===== config.mk =====
export PLATFORM = sky130hd
export DESIGN_NAME = decoder
export DESIGN_NICKNAME = d
export VERILOG_FILES = /design/src/rtl/decoder_pkg.sv /design/src/rtl/decoder.sv
export SDC_FILE = /design/constraint.sdc
export NUM_CORES = 1
export LEC_CHECK = 0
export CORE_ASPECT_RATIO = 1.5
export CORE_UTILIZATION = 45
export CTS_CLUSTER_DIAMETER = 60
export DETAILED_ROUTE_END_ITERATION = 7
export MAX_ROUTING_LAYER = met4
export PLACE_DENSITY = 0.76
export SETUP_SLACK_MARGIN = 0.1
export SLEW_MARGIN = 20
export SYNTH_ARGS = -nofsm -noshare
export SYNTH_HDL_FRONTEND = slang
export SYNTH_SLANG_ARGS = --single-unit
export TNS_END_PERCENT = 10

===== constraint.sdc =====
create_clock -name clk -period 2.6 [get_ports clk]
set_clock_uncertainty 0.1 [all_clocks]
set_input_delay 0.52 -clock clk [delete_from_list [all_inputs] [get_ports clk]]
set_output_delay 0.52 -clock clk [all_outputs]
set_load 0.02 [all_outputs]

===== src/rtl/decoder_pkg.sv =====
// decoder_pkg: shared definitions for the token decoder.
//   state_t     - FSM state encoding
//   SEP_DEFAULT - default separator byte placed between decoded words
package decoder_pkg;

  typedef enum logic [3:0] {
    S_IDLE     = 4'd0,
    S_TOK_RD   = 4'd1,
    S_TOK_CHK  = 4'd2,
    S_SEP_WR   = 4'd3,
    S_SEEK_RD  = 4'd4,
    S_SEEK_CHK = 4'd5,
    S_COPY_RD  = 4'd6,
    S_COPY_CHK = 4'd7,
    S_TERM     = 4'd8,
    S_DONE     = 4'd9
  } state_t;

  localparam logic [7:0] SEP_DEFAULT = 8'h20;

endpackage


===== src/rtl/decoder.sv =====
// decoder: turns a zero-terminated token stream into text by looking up each
// token in a vocabulary of null-terminated words and writing the words, joined
// by SEP and ended by a single 0 byte, into an output memory.
// Ports:
//   clk, rst            - clock, asynchronous active-high reset
//   cs                  - start request (taken only while idle)
//   tok_addr/tok_rdata  - token memory read port (1-cycle read latency)
//   voc_addr/voc_rdata  - vocab memory read port (1-cycle read latency)
//   out_addr/out_wdata/out_we - output memory write port
//   done, err           - sticky status, cleared by the next accepted cs
module decoder
  import decoder_pkg::*;
#(
  parameter int ADDR_WIDTH = 4,
  parameter int DATA_WIDTH = 8,
  parameter logic [DATA_WIDTH-1:0] SEP = DATA_WIDTH'(SEP_DEFAULT)
) (
  input  logic                  clk,
  input  logic                  rst,
  input  logic                  cs,
  output logic [ADDR_WIDTH-1:0] tok_addr,
  input  logic [DATA_WIDTH-1:0] tok_rdata,
  output logic [ADDR_WIDTH-1:0] voc_addr,
  input  logic [DATA_WIDTH-1:0] voc_rdata,
  output logic [ADDR_WIDTH-1:0] out_addr,
  output logic [DATA_WIDTH-1:0] out_wdata,
  output logic                  out_we,
  output logic                  done,
  output logic                  err
);

  state_t                state_r, state_s;
  logic [ADDR_WIDTH-1:0] tp_r, tp_s;
  logic [ADDR_WIDTH-1:0] op_r, op_s;
  logic [ADDR_WIDTH-1:0] va_r, va_s;
  logic [DATA_WIDTH-1:0] cnt_r, cnt_s;
  logic                  first_r, first_s;  // a word has already been emitted
  logic                  done_r, done_s;
  logic                  err_r, err_s;
  logic                  we_s;
  logic [DATA_WIDTH-1:0] wdata_s;

  // State and datapath registers.
  always_ff @(posedge clk or posedge rst) begin
    if (rst) begin
      state_r <= S_IDLE;
      tp_r    <= '0;
      op_r    <= '0;
      va_r    <= '0;
      cnt_r   <= '0;
      first_r <= 1'b0;
      done_r  <= 1'b0;
      err_r   <= 1'b0;
    end else begin
      state_r <= state_s;
      tp_r    <= tp_s;
      op_r    <= op_s;
      va_r    <= va_s;
      cnt_r   <= cnt_s;
      first_r <= first_s;
      done_r  <= done_s;
      err_r   <= err_s;
    end
  end

  // Next-state, datapath update and write-port decode.
  always_comb begin
    state_s = state_r;
    tp_s    = tp_r;
    op_s    = op_r;
    va_s    = va_r;
    cnt_s   = cnt_r;
    first_s = first_r;
    done_s  = done_r;
    err_s   = err_r;
    we_s    = 1'b0;
    wdata_s = '0;
    case (state_r)
      S_IDLE: begin
        if (cs) begin
          tp_s    = '0;
          op_s    = '0;
          va_s    = '0;
          first_s = 1'b0;
          done_s  = 1'b0;
          err_s   = 1'b0;
          state_s = S_TOK_RD;
        end else begin
          state_s = S_IDLE;
        end
      end
      S_TOK_RD: state_s = S_TOK_CHK;
      S_TOK_CHK: begin
        if (tok_rdata == '0) begin
          state_s = S_TERM;
        end else begin
          cnt_s = tok_rdata - DATA_WIDTH'(1);
          va_s  = '0;
          if (first_r) state_s = S_SEP_WR;
          else         state_s = S_SEEK_RD;
        end
      end
      S_SEP_WR: begin
        // The last output slot is kept for the terminator.
        if (op_r == '1) begin
          err_s   = 1'b1;
          state_s = S_TERM;
        end else begin
          we_s    = 1'b1;
          wdata_s = SEP;
          op_s    = op_r + ADDR_WIDTH'(1);
          state_s = S_SEEK_RD;
        end
      end
      S_SEEK_RD: state_s = S_SEEK_CHK;
      S_SEEK_CHK: begin
        if (cnt_r == '0) begin
          state_s = S_COPY_RD;
        end else if (va_r == '1) begin
          // Ran off the end of the vocab: drop this token.
          err_s = 1'b1;
          tp_s  = tp_r + ADDR_WIDTH'(1);
          if (tp_r == '1) state_s = S_TERM;
          else            state_s = S_TOK_RD;
        end else begin
          va_s = va_r + ADDR_WIDTH'(1);
          if (voc_rdata == '0) cnt_s = cnt_r - DATA_WIDTH'(1);
          else                 cnt_s = cnt_r;
          state_s = S_SEEK_RD;
        end
      end
      S_COPY_RD: state_s = S_COPY_CHK;
      S_COPY_CHK: begin
        if (voc_rdata != '0) begin
          if (op_r == '1) begin
            err_s   = 1'b1;
            state_s = S_TERM;
          end else begin
            we_s    = 1'b1;
            wdata_s = voc_rdata;
            op_s    = op_r + ADDR_WIDTH'(1);
            va_s    = va_r + ADDR_WIDTH'(1);
            state_s = S_COPY_RD;
          end
        end else begin
          first_s = 1'b1;
          tp_s    = tp_r + ADDR_WIDTH'(1);
          // Token pointer wrap ends the stream cleanly.
          if (tp_r == '1) state_s = S_TERM;
          else            state_s = S_TOK_RD;
        end
      end
      S_TERM: begin
        we_s    = 1'b1;
        wdata_s = '0;
        state_s = S_DONE;
      end
      S_DONE: begin
        done_s  = 1'b1;
        state_s = S_IDLE;
      end
      default: state_s = S_IDLE;
    endcase
  end

  // Addresses come straight from the pointer registers; the write strobe and
  // data are decoded from state so a byte lands in the cycle it is checked.
  assign tok_addr  = tp_r;
  assign voc_addr  = va_r;
  assign out_addr  = op_r;
  assign out_we    = we_s;
  assign out_wdata = wdata_s;
  assign done      = done_r;
  assign err       = err_r;

endmodule


# Word-level counts from Yosys, hierarchy flattened
# Cells that the tools add are included.
# Widths: inputs -> output; s select.
[op_classes]
mux = 45
addsub = 5
eq_ne = 21
reduce_logical = 19
[ops]
columns = ["cell", "count"]
rows = [
  ["$mux 4", 18],
  ["$mux 8", 6],
  ["$pmux 4 s9", 1],
  ["$pmux 8 s2", 2],
  ["$logic_not 8->1", 3],
  ["$pmux 4 s3", 2],
  ["$eq 4x4->1 const B", 5],
  ["$ne 2x2->1 const B", 9],
  ["$eq 4x3->1 const B", 4],
  ["$pmux 4 s4", 1],
  ["$sub 8x1->8 const B", 2],
  ["$reduce_and 5->1", 3],
  ["$add 4x1->4 const B", 3],
  ["$mux 1", 9],
  ["$eq 4x2->1 const B", 2],
  ["$reduce_bool 4->1", 2],
  ["$reduce_bool 8->1", 1],
  ["$reduce_and 7->1", 1],
  ["$mux 6", 1],
  ["$reduce_and 3->1", 2],
  ["$reduce_bool 2->1", 3],
  ["$reduce_bool 3->1", 2],
  ["$eq 4x1->1 const B", 1],
  ["$logic_not 4->1", 1],
  ["5 further kinds", 6],
]
[word_totals]
input_bits = 19
reg_bits = 27
out_inout_bits = 23

# Longest topological paths before layout
# Gate-level depths: netlist of the first run.
[depth]
ltp_word = 5
ltp_mapped = 11
ltp_nobuf = 7

# Worst setup path before layout of the first run
# OpenSTA, ideal clock, no wires.
[synth_timing]
path_kind = "reg2reg"
start = "reg state_r[2]"
end = "reg cnt_r[6]"
n_path_buf = 4
setup_time_ns = 0.142
setup_slack_ns = 0.212
required_time_ns = 2.358
t_arrival_ns = 2.146
path_stages_with_launch = 12
cell_sequence = "dfrtp_1 > clkbuf_2 > nand4bb_1 > buf_2 > buf_1 > mux2i_1 > ha_1 > clkbuf_1 > nand3_1 > a22o_1 > a21oi_1 > a21oi_1"
[synth_between]
elab_chain_len = 3
elab_cells_between_ends = 9
[synth_rtl]
columns = ["element", "line", "text"]
rows = [
  ["from (decl)", "decoder.sv:32", "state_t state_r, state_s;"],
  ["from (signal assigned)", "decoder.sv:55", "state_r <= state_s;"],
  ["$eq 4x3->1 or $eq 4x2->1 (tied branches)", "decoder.sv:78", "case (state_r)"],
  ["$ne 2x2->1 (no line) or $reduce_bool 2->1 (tied branches)", "-", ""],
  ["$reduce_and 5->1 (no line)", "-", ""],
  ["to (signal assigned)", "decoder.sv:59", "cnt_r <= cnt_s;"],
  ["to (decl)", "decoder.sv:36", "logic [DATA_WIDTH-1:0] cnt_r, cnt_s;"],
]
# Parallel ways exist; a longest one is shown, timed or not.
# A chain may end at the register's enable or synchronous reset.

# Worst setup path after layout of the first run
[layout_timing]
start = "in voc_rdata[4]"
end = "out out_we"
[layout_between]
elab_chain_len = 3
[layout_rtl]
columns = ["element", "line", "text"]
rows = [
  ["from (decl)", "decoder.sv:24", "input logic [DATA_WIDTH-1:0] voc_rdata,"],
  ["$reduce_bool 8->1", "decoder.sv:134", "if (voc_rdata != '0) begin"],
  ["$mux 1", "decoder.sv:134", ""],
  ["$pmux 1 s3", "decoder.sv:78", ""],
  ["to (decl)", "decoder.sv:27", "output logic out_we,"],
]
# No other way between the ends.

==> impl_metrics.ini, run 1 <==
[clock_tree]
clkTransAtPathRegs_ns = 0.09
worstSkewPairLatency_ns = 0.27
numCtsBuffers = 3
tritoncts = done
ctsRootBufferMaster = clkbuf_8
cts.htree.levels = 1
sinks_on_clock_net = 27
clock_path_buffers = 2

[floorplanning]
placement_rows = 29
die-width_um = 56.4
chipHeight_um = 83.6
ioPinCount = 42
floorplan.core_area_mm2 = 0.00425
initial_core_util_pct = 47.0
design.die.area_mm2 = 0.00471

[global_route]
track_usage_pct = 25.1
grt_overflow = 0
antenna_found_initial = 0
grt_first_pass_wirelength_um = 9230
grt_start_max_net_pins = 28
number_of_global_route_vias_before_repair = 2148

[critical_path]
reg2reg_setup_slack_ns = 0.24
worstSetupEndpointType = primary output
worstReg2RegStart = state_r[1]
path_buf_inv = 2
rr_endpoint = cnt_r[6]
critPathKind = in2out
critical_path.max_stage_delay_ns = 0.47
worst_ep_required_time_ns = 1.98
cpLargestDelayFamily = simple AND/OR/NAND/NOR gates
worst_ep_arrival_time_ns = 1.86
critPathMaxFanout = 3
slowest_stage = clkdlybuf4s50_1
crit_path_start_kind = input pin
rr_worst_depth = 8
critical_path.most_common_cell = nand2_1
crit_chain = clkdlybuf4s50_1 > nor4_4 > and4_1 > a21oi_1 > nand2_1 > nand2_1 > buf_2

[power]
power.density_cell_area_mw_per_mm2 = 834
leakagePower_uw = 0.00123
vdd_ir_drop_max_mv = 0.476

[routing]
post-route-drc-count = 0
vias_per_cell = 5.99
drt_pass1_iterations = 4
drt.antenna.violating_nets = 0
route.final.wire_length_um = 5530
detailedRoute.firstIterationViolations = 67
routed_wirelength_normalized_by_instance_count_um = 15.9
via_count = 2077

[min_path]
whs_path_depth = 1
min_to = out_addr[0]
worst_hold_path_startpoint = out_addr[0]
class_of_the_most_critical_hold_timing_path = reg2reg

[sta]
totalNegativeSetupSlack_ns = 0
timing.fmax_mhz = 403
grt_setup_unrepaired = true
final.period_utilization_pct = 95.4
timing.final.max_slew_violations = 0
finalHoldViolations = 0
min_period_ns = 2.48
report.final.setup_viol = 0
max_slew_margin_pct = 60.9
worst_pin_slew_ns = 0.583

[logic_synthesis]
synthCells = 231
synth_area_mm2 = 0.00200
synth_cell_type_count = 63
seq_area_frac_synth_pct = 33.8
yosysWarnings = 0
synth-edff-count = 0
postSynth.asyncResetShare_pct = 100
yosys_register_bits = 27
syn_nets = 254
syn-mean-instance-area_um2 = 8.64
synthFlopType = dfrtp_1

[finish]
antenna-diode-count = 0
finish.cell_count_without_fillers = 347
final_core_util_pct = 64.9
final_net_count = 325
areaGrowthSynthToFinish_pct = 37.9
final_layout_size_suffix_gt1_share_pct = 21.9

[placement]
place.gp.congestion = 0.945
io_buffer_count = 41
half_perimeter_wire_length_of_the_detailed_placement_result_um = 4230
numPlacedInstances = 342

[status]
run_status = complete, no violations

[flow_run]
maxCapViolations = 0
==> layer usage <==
metal,up-vias,global-route usage (%),wire length (um)
li1,1013,-,-
met1,994,26.3,2240
met2,59,46.8,2970
met3,11,2.79,185
met4,0,9.98,125
met5,-,-,0
==> stage by stage <==
step | worst slack, ns | power (uW) | area (um2) | hold WS (ns)
3_3_place_gp | -0.308 | 2020 | 2670 | 0.418
6_report | 0.120 | 2300 | 2750 | 0.433
3_5_place_dp | -0.351 | 2050 | 2670 | 0.427
5_1_grt | 0.0396 | 2460 | 2750 | 0.471
2_1_floorplan | 0.212 | 1550 | 2000 | 0.408
4_1_cts | 0.0633 | 2290 | 2740 | 0.436
==> logic make-up after synthesis <==
logic type / synth area share (%)
and+or+nand+nor: 30.1
AOI/OAI and AO/OA: 24.2
DFF: 33.8
buffers and inverters: 4.64
muxes: 3.38
adders and majority gates: 2.51
xor gates and xnor gates: 1.32
==> worst max path at each step <==
stage	start	end	slack, ns	cells after the start
after global routing	voc_rdata[4]	out_we	0.04	7
after floorplan	state_r[2]	cnt_r[6]	0.21	11
after CTS	voc_rdata[1]	out_wdata[4]	0.06	5
final	voc_rdata[4]	out_we	0.12	7
after global placement	voc_rdata[0]	out_we	-0.31	7
after detailed placement	voc_rdata[0]	out_wdata[7]	-0.35	5
==> where the power goes <==
part / internal, uW / leakage (uW) / switching [uW]
logic: 616 / 0.000862 / 716
clock network: 110 / 0.0000228 / 130
registers: 557 / 0.000350 / 167
total: 1280 / 0.00123 / 1010
==> placed cells by master, fill, tap and decap left out, types with 4 or more instances in the layout <==
cell type / n
nand3_1: 14
dfrtp_1: 27
nor2_1: 27
clkdlybuf4s50_1: 26
or4_1: 4
dlymetal6s2s_1: 4
a21oi_1: 18
nand2_1: 19
and3_1: 8
nor4_1: 4
a211o_1: 6
clkdlybuf4s15_2: 5
inv_1: 8
o21ai_0: 12
buf_4: 37
==> final cells by class <==
type,instances,area (um2)
clock buffers,4,45.0
fillers,363,1490
inverters,8,30.0
multi-input cells,184,1260
flip-flops and latches,27,676
well taps,46,57.6
repair buffers,78,686
==> synth_stat cells (2+ instances only) <==
cell type | number | area share [%]
dfrtp_1 | 27 | 34
nor2_1 | 27 | 5.1
a21oi_1 | 19 | 4.8
nand2_1 | 19 | 3.6
nand3_1 | 14 | 3.5
o21ai_0 | 12 | 3.0
and3_1 | 8 | 2.5
inv_1 | 8 | 1.5
a211o_1 | 6 | 2.6
buf_2 | 4 | 1.0
clkbuf_1 | 4 | 0.75
ha_1 | 4 | 2.5
nor4_1 | 4 | 1.3
or4_1 | 4 | 1.5
a211oi_1 | 3 | 1.1
mux2i_1 | 3 | 1.5
nand2b_1 | 3 | 0.94
nand4b_1 | 3 | 1.3
nor3_1 | 3 | 0.75
nor4_2 | 3 | 1.9
o22ai_1 | 3 | 0.94
or3_1 | 3 | 0.94
xnor2_1 | 3 | 1.3
a22o_1 | 2 | 0.88
and2_1 | 2 | 0.63
mux2_2 | 2 | 1.1
o32ai_1 | 2 | 0.88
==> registers in the layout (all words and copies together), names as in the netlist <==
name / count
out_addr: 4
tok_addr: 4
state_r: 4
cnt_r: 8
err: 1
done: 1
voc_addr: 4
first_r: 1
==> timing repair <==
item	4_1_cts	5_1_grt
setup endpoints to repair	9	11
gates resized for setup	32	7
pin swaps	4	3
hold buffers	0	0
setup buffers	1	0
cloned	0	0
Note: power is estimated with default switching activity, not from simulation.
==> run 2: changes to the inputs <==
--- a/config.mk
+++ b/config.mk
@@ -5,12 +5,14 @@
 export SDC_FILE = /design/constraint.sdc
 export NUM_CORES = 1
 export LEC_CHECK = 0
+export CELL_PAD_IN_SITES_DETAIL_PLACEMENT = 1
+export CELL_PAD_IN_SITES_GLOBAL_PLACEMENT = 2
 export CORE_ASPECT_RATIO = 1.5
-export CORE_UTILIZATION = 45
+export CORE_UTILIZATION = 30
 export CTS_CLUSTER_DIAMETER = 60
 export DETAILED_ROUTE_END_ITERATION = 7
 export MAX_ROUTING_LAYER = met4
-export PLACE_DENSITY = 0.76
+export PLACE_DENSITY = 0.83
 export SETUP_SLACK_MARGIN = 0.1
 export SLEW_MARGIN = 20
 export SYNTH_ARGS = -nofsm -noshare
==> constraint.sdc (replaced) <==
create_clock -name clk -period 2.8 [get_ports clk]
set_clock_uncertainty 0.1 [all_clocks]
set_input_delay 0.56 -clock clk [delete_from_list [all_inputs] [get_ports clk]]
set_output_delay 0.56 -clock clk [all_outputs]
set_load 0.02 [all_outputs]
==> run 2 against run 1 <==
  * Global-route usage down 5.0 points
  * Via count grew 0.48%
  * Sequential power shrank 4.4%
  * Sequential share of layout area down 0.14 points
  * Cell area is 0.59% higher
  * Highest routed layer unchanged
==> impl_metrics.ini, run 2 (synthesis results as in run 1) <==
[floorplanning]
die-width_um = 68.6
floorplan.core_area_mm2 = 0.00644
design.die.area_mm2 = 0.00699
ioPinCount = 42
chipHeight_um = 102
initial_core_util_pct = 31.0
placement_rows = 36

[routing]
drt_pass1_iterations = 4
drt.antenna.violating_nets = 0
met3_wire_len_um = 167
met1_wirelength_um = 2550
detailroute.wirelength.met2_um = 3470
routed_wirelength_normalized_by_instance_count_um = 16.8
detailedRoute.firstIterationViolations = 45
post-route-drc-count = 0
vias_per_cell = 5.60
route.final.wire_length_um = 6290
via_count = 2087
top_signal_layer_used = met4

[finish]
areaGrowthSynthToFinish_pct = 38.7
antenna-diode-count = 0
largest_register_ffs = 8
register_with_the_most_flip_flops = cnt_r
final_core_util_pct = 43.0
final_net_count = 321
final_layout_size_suffix_gt1_share_pct = 19.2
mostFrequentLayoutCells = buf_4 (32), clkdlybuf4s50_1 (28), nor2_1 (27), dfrtp_1 (27), nand2_1 (19)
layout_commonest_cell = buf_4

[clock_tree]
numCtsBuffers = 3
hold_buffers = 0
cts.htree.levels = 1
clock_path_buffers = 2
worstSkewPairLatency_ns = 0.28
ctsRootBufferMaster = clkbuf_8
sinks_on_clock_net = 27
clkTransAtPathRegs_ns = 0.10
tritoncts = done

[power]
intPower_uw = 1150
p_switching_uw = 958
sequentialPowerShare_pct = 32.8
leakagePower_uw = 0.00124
vdd_ir_drop_max_mv = 0.247
clock_share_of_power_pct = 11.0
combPwrFrac_pct = 56.1
sw_ratio_pct = 45.5
power.density_cell_area_mw_per_mm2 = 760

[critical_path]
reg2reg_setup_slack_ns = 0.33
crit_path_start_kind = input pin
worst_ep_required_time_ns = 2.14
critPathMaxFanout = 4
worst_ep_arrival_time_ns = 2.01
worstSetupEndpointType = primary output
rr_worst_depth = 8
critPathKind = in2out

[sta]
min_period_ns = 2.67
finalHoldViolations = 0
report.final.setup_viol = 0
worst_pin_slew_ns = 0.769
final.period_utilization_pct = 95.2
final.setup.worst_slack_ns = 0.134
timing.final.max_slew_violations = 0
grt_setup_unrepaired = true
timing.hold.ws_ns = 0.440
totalNegativeSetupSlack_ns = 0
max_slew_margin_pct = 48.2
timing.fmax_mhz = 375

[global_route]
grt_start_max_net_pins = 28
number_of_global_route_vias_before_repair = 2168
grt_overflow = 0
grt_first_pass_wirelength_um = 10200
antenna_found_initial = 0
track_usage_pct = 20.1

[min_path]
whs_path_depth = 2
class_of_the_most_critical_hold_timing_path = reg2reg

[flow_run]
maxCapViolations = 0

[placement]
io_buffer_count = 41
pre_cts_slack_ns = -0.274
half_perimeter_wire_length_of_the_detailed_placement_result_um = 4870
place.gp.congestion = 0.817

[status]
run_status = complete, no violations
run 2: cell types whose count changed in the layout (fill, tap and decap cells not counted), moves of 2 or more:
cell             before  now
buf_2                 3    1
clkdlybuf4s15_2       5    0
a21oi_2               0    2
clkdlybuf4s50_1      26   28
dlygate4sd2_1         3    6
buf_4                37   32
run 2: repair_timing:
item                       4_1_cts  5_1_grt
gates cloned                     0        1
pin swaps                        2        4
buffers inserted                 0        2
resized for setup               14        9
setup endpoints to repair        8        8
run 2: final timing paths:
check,start,endpoint
max,voc_rdata[7],out_wdata[7]
min,done,done
max reg2reg,state_r[3],cnt_r[6]
min reg2reg,done,done
max in group asynchronous,rst,state_r[2]
min in group asynchronous,rst,cnt_r[6]
run 2: final cells by class:
cell class | count | area [um2]
repair buffers | 73 | 651
clock inverters | 1 | 5.00
flip-flops and latches | 27 | 676
inverters | 8 | 30.0
clock buffers | 3 | 41.3
well taps | 76 | 95.1
fillers | 766 | 3670
multi-input cells | 185 | 1270
run 2: worst max-delay path, cell delays in order:
cell             delay [ns]
clkdlybuf4s50_1        0.46
nor4_4                 0.21
buf_4                  0.18
a21oi_2                0.08
and3_1                 0.20
dlygate4sd2_1          0.32
run 2: per-layer routing:
metal	global-route usage, %	up-vias
li1	-	1005
met1	21.0	1034
met2	37.7	40
met3	1.45	8
met4	7.05	0
met5	-	-
run 2: power by group through the flow:
stage               combinational, uW  sequential (uW)  clock [uW]
global route                     1310              713         257
CTS                              1180              690         243
floorplan                         756              685           0
global placement                 1160              690           0
finish                           1180              691         232
detailed placement               1180              698           0
run 2: metrics by stage:
| stage | instance area [um2] | std cells | total power [uW] |
|---|---|---|---|
| 5_1_grt | 2770 | 373 | 2280 |
| 2_1_floorplan | 2000 | 231 | 1440 |
| 4_1_cts | 2720 | 370 | 2120 |
| 3_3_place_gp | 2670 | 366 | 1850 |
| 3_5_place_dp | 2670 | 366 | 1880 |
| 6_report | 2770 | 373 | 2100 |
==> run 3: changes to the inputs <==
--- a/config.mk
+++ b/config.mk
@@ -8,11 +8,12 @@
 export CELL_PAD_IN_SITES_DETAIL_PLACEMENT = 1
 export CELL_PAD_IN_SITES_GLOBAL_PLACEMENT = 2
 export CORE_ASPECT_RATIO = 1.5
-export CORE_UTILIZATION = 30
+export CORE_UTILIZATION = 37
 export CTS_CLUSTER_DIAMETER = 60
 export DETAILED_ROUTE_END_ITERATION = 7
+export DONT_BUFFER_PORTS = 1
 export MAX_ROUTING_LAYER = met4
-export PLACE_DENSITY = 0.83
+export PLACE_DENSITY = 0.82
 export SETUP_SLACK_MARGIN = 0.1
 export SLEW_MARGIN = 20
 export SYNTH_ARGS = -nofsm -noshare
==> run 3 against run 2 <==
  * Via count down 11%
  * Combinational power is 23% lower
  * Flip-flop and latch count is the same
==> impl_metrics.ini, run 3 (synthesis results as in run 1) <==
[floorplanning]
ioPinCount = 42
placement_rows = 32
initial_core_util_pct = 38.7
design.die.area_mm2 = 0.00570
die-width_um = 62.0
chipHeight_um = 92.0
floorplan.core_area_mm2 = 0.00516

[critical_path]
slowest_stage = dfrtp_2
crit_path_start_kind = flip-flop
crit_chain = and3b_1 > and4_1 > a21oi_1 > nand2_1 > nand2_1
path_buf_inv = 0
critical_path.most_common_cell = nand2_1
worst_ep_required_time_ns = 2.14
worstSetupEndpointType = primary output
critPathMaxFanout = 13
worst_ep_arrival_time_ns = 1.88
critical_path.max_stage_delay_ns = 0.53
critPathKind = reg2out
cpLargestDelayFamily = simple AND/OR/NAND/NOR gates

[clock_tree]
numCtsBuffers = 3
ctsRootBufferMaster = clkbuf_8
tritoncts = done
cts.htree.levels = 1
worstSkewPairLatency_ns = 0.29
clkTransAtPathRegs_ns = 0.10
clock_path_buffers = 2
sinks_on_clock_net = 27

[sta]
timing.final.max_slew_violations = 0
report.final.setup_viol = 0
finalHoldViolations = 0
min_period_ns = 2.54
final.period_utilization_pct = 90.5
timing.fmax_mhz = 394
totalNegativeSetupSlack_ns = 0
max_slew_margin_pct = 44.7
worst_pin_slew_ns = 0.822
grt_setup_unrepaired = false

[finish]
register_with_the_most_flip_flops = cnt_r
largest_register_ffs = 8
areaGrowthSynthToFinish_pct = 8.02
final_net_count = 257
antenna-diode-count = 0
mostFrequentLayoutCells = nor2_1 (27), dfrtp_1 (26), nand2_1 (19)
layout_commonest_cell = nor2_1
final_cell_area_mm2 = 0.00216
final_layout_size_suffix_gt1_share_pct = 13.7

[flow_run]
maxCapViolations = 0

[power]
vdd_ir_drop_max_mv = 0.404
power.density_cell_area_mw_per_mm2 = 897
power.total_uw = 1930
leakagePower_uw = 0.000892

[global_route]
grt_start_max_net_pins = 28
antenna_found_initial = 0
number_of_global_route_vias_before_repair = 1913
grt_overflow = 0
track_usage_pct = 21.7
grt_first_pass_wirelength_um = 8880

[routing]
routed_wirelength_normalized_by_instance_count_um = 18.7
via_count = 1849
detailedRoute.firstIterationViolations = 62
vias_per_cell = 6.14
drt.antenna.violating_nets = 0
post-route-drc-count = 0
drt_pass1_iterations = 4
route.final.wire_length_um = 5630

[placement]
post_dp_cell_area_mm2 = 0.00209
half_perimeter_wire_length_of_the_detailed_placement_result_um = 4250
place.gp.congestion = 0.819
io_buffer_count = 0

[status]
run_status = complete, no violations

[min_path]
class_of_the_most_critical_hold_timing_path = in2async
## run 3: area by class of cell
| cell class | count | area (um2) |
|---|---|---|
| multi-input combinational | 184 | 1240 |
| timing repair buffer | 10 | 75.1 |
| clock inverter | 1 | 7.51 |
| fill | 619 | 3010 |
| inverter | 8 | 30.0 |
| tap | 68 | 85.1 |
| sequential | 27 | 677 |
| clock buffer | 3 | 41.3 |
## run 3: repair_timing
| action | in CTS | in global routing |
|---|---|---|
| hold endpoints to repair | 0 | 0 |
| cloned | 0 | 0 |
| resized for setup | 1 | 2 |
| buffers inserted | 0 | 0 |
| hold buffers | 0 | 0 |
| setup endpoints to repair | 7 | 1 |
## run 3: final timing paths
check                        startpoint           to  slack [ns]  cells past startpoint
max                          state_r[0]       out_we        0.26                      5
min                                 rst  voc_addr[3]        0.12                      2
max reg2reg                  state_r[2]  voc_addr[0]        0.46                      6
min reg2reg                     first_r   state_r[1]        0.49                      1
max in group asynchronous           rst   state_r[0]        2.18                      2
min in group clk           tok_rdata[7]     cnt_r[7]        0.36                      2
## run 3: routing by layer
metal  global-route usage [%]  wire length, um
met5                        -                0
met4                     11.3              219
met3                     3.67              207
met2                     36.2             3020
met1                     23.5             2190
## run 3: per-stage QoR
stage               utilization, %  std cells  hold slack, ns  setup slack (ns)
global placement              40.6        297           0.441             0.432
global route                  41.8        301           0.149             0.124
CTS                           41.6        301           0.127             0.157
floorplan                        -        231           0.408             0.412
detailed placement            40.6        297           0.448             0.387
finish                        41.8        301           0.121             0.265
## run 3: report_power, final
group	internal (uW)	total [uW]	switching [uW]
combinational	387	909	522
clock	102	242	140
sequential	516	784	268
total	1000	1930	930
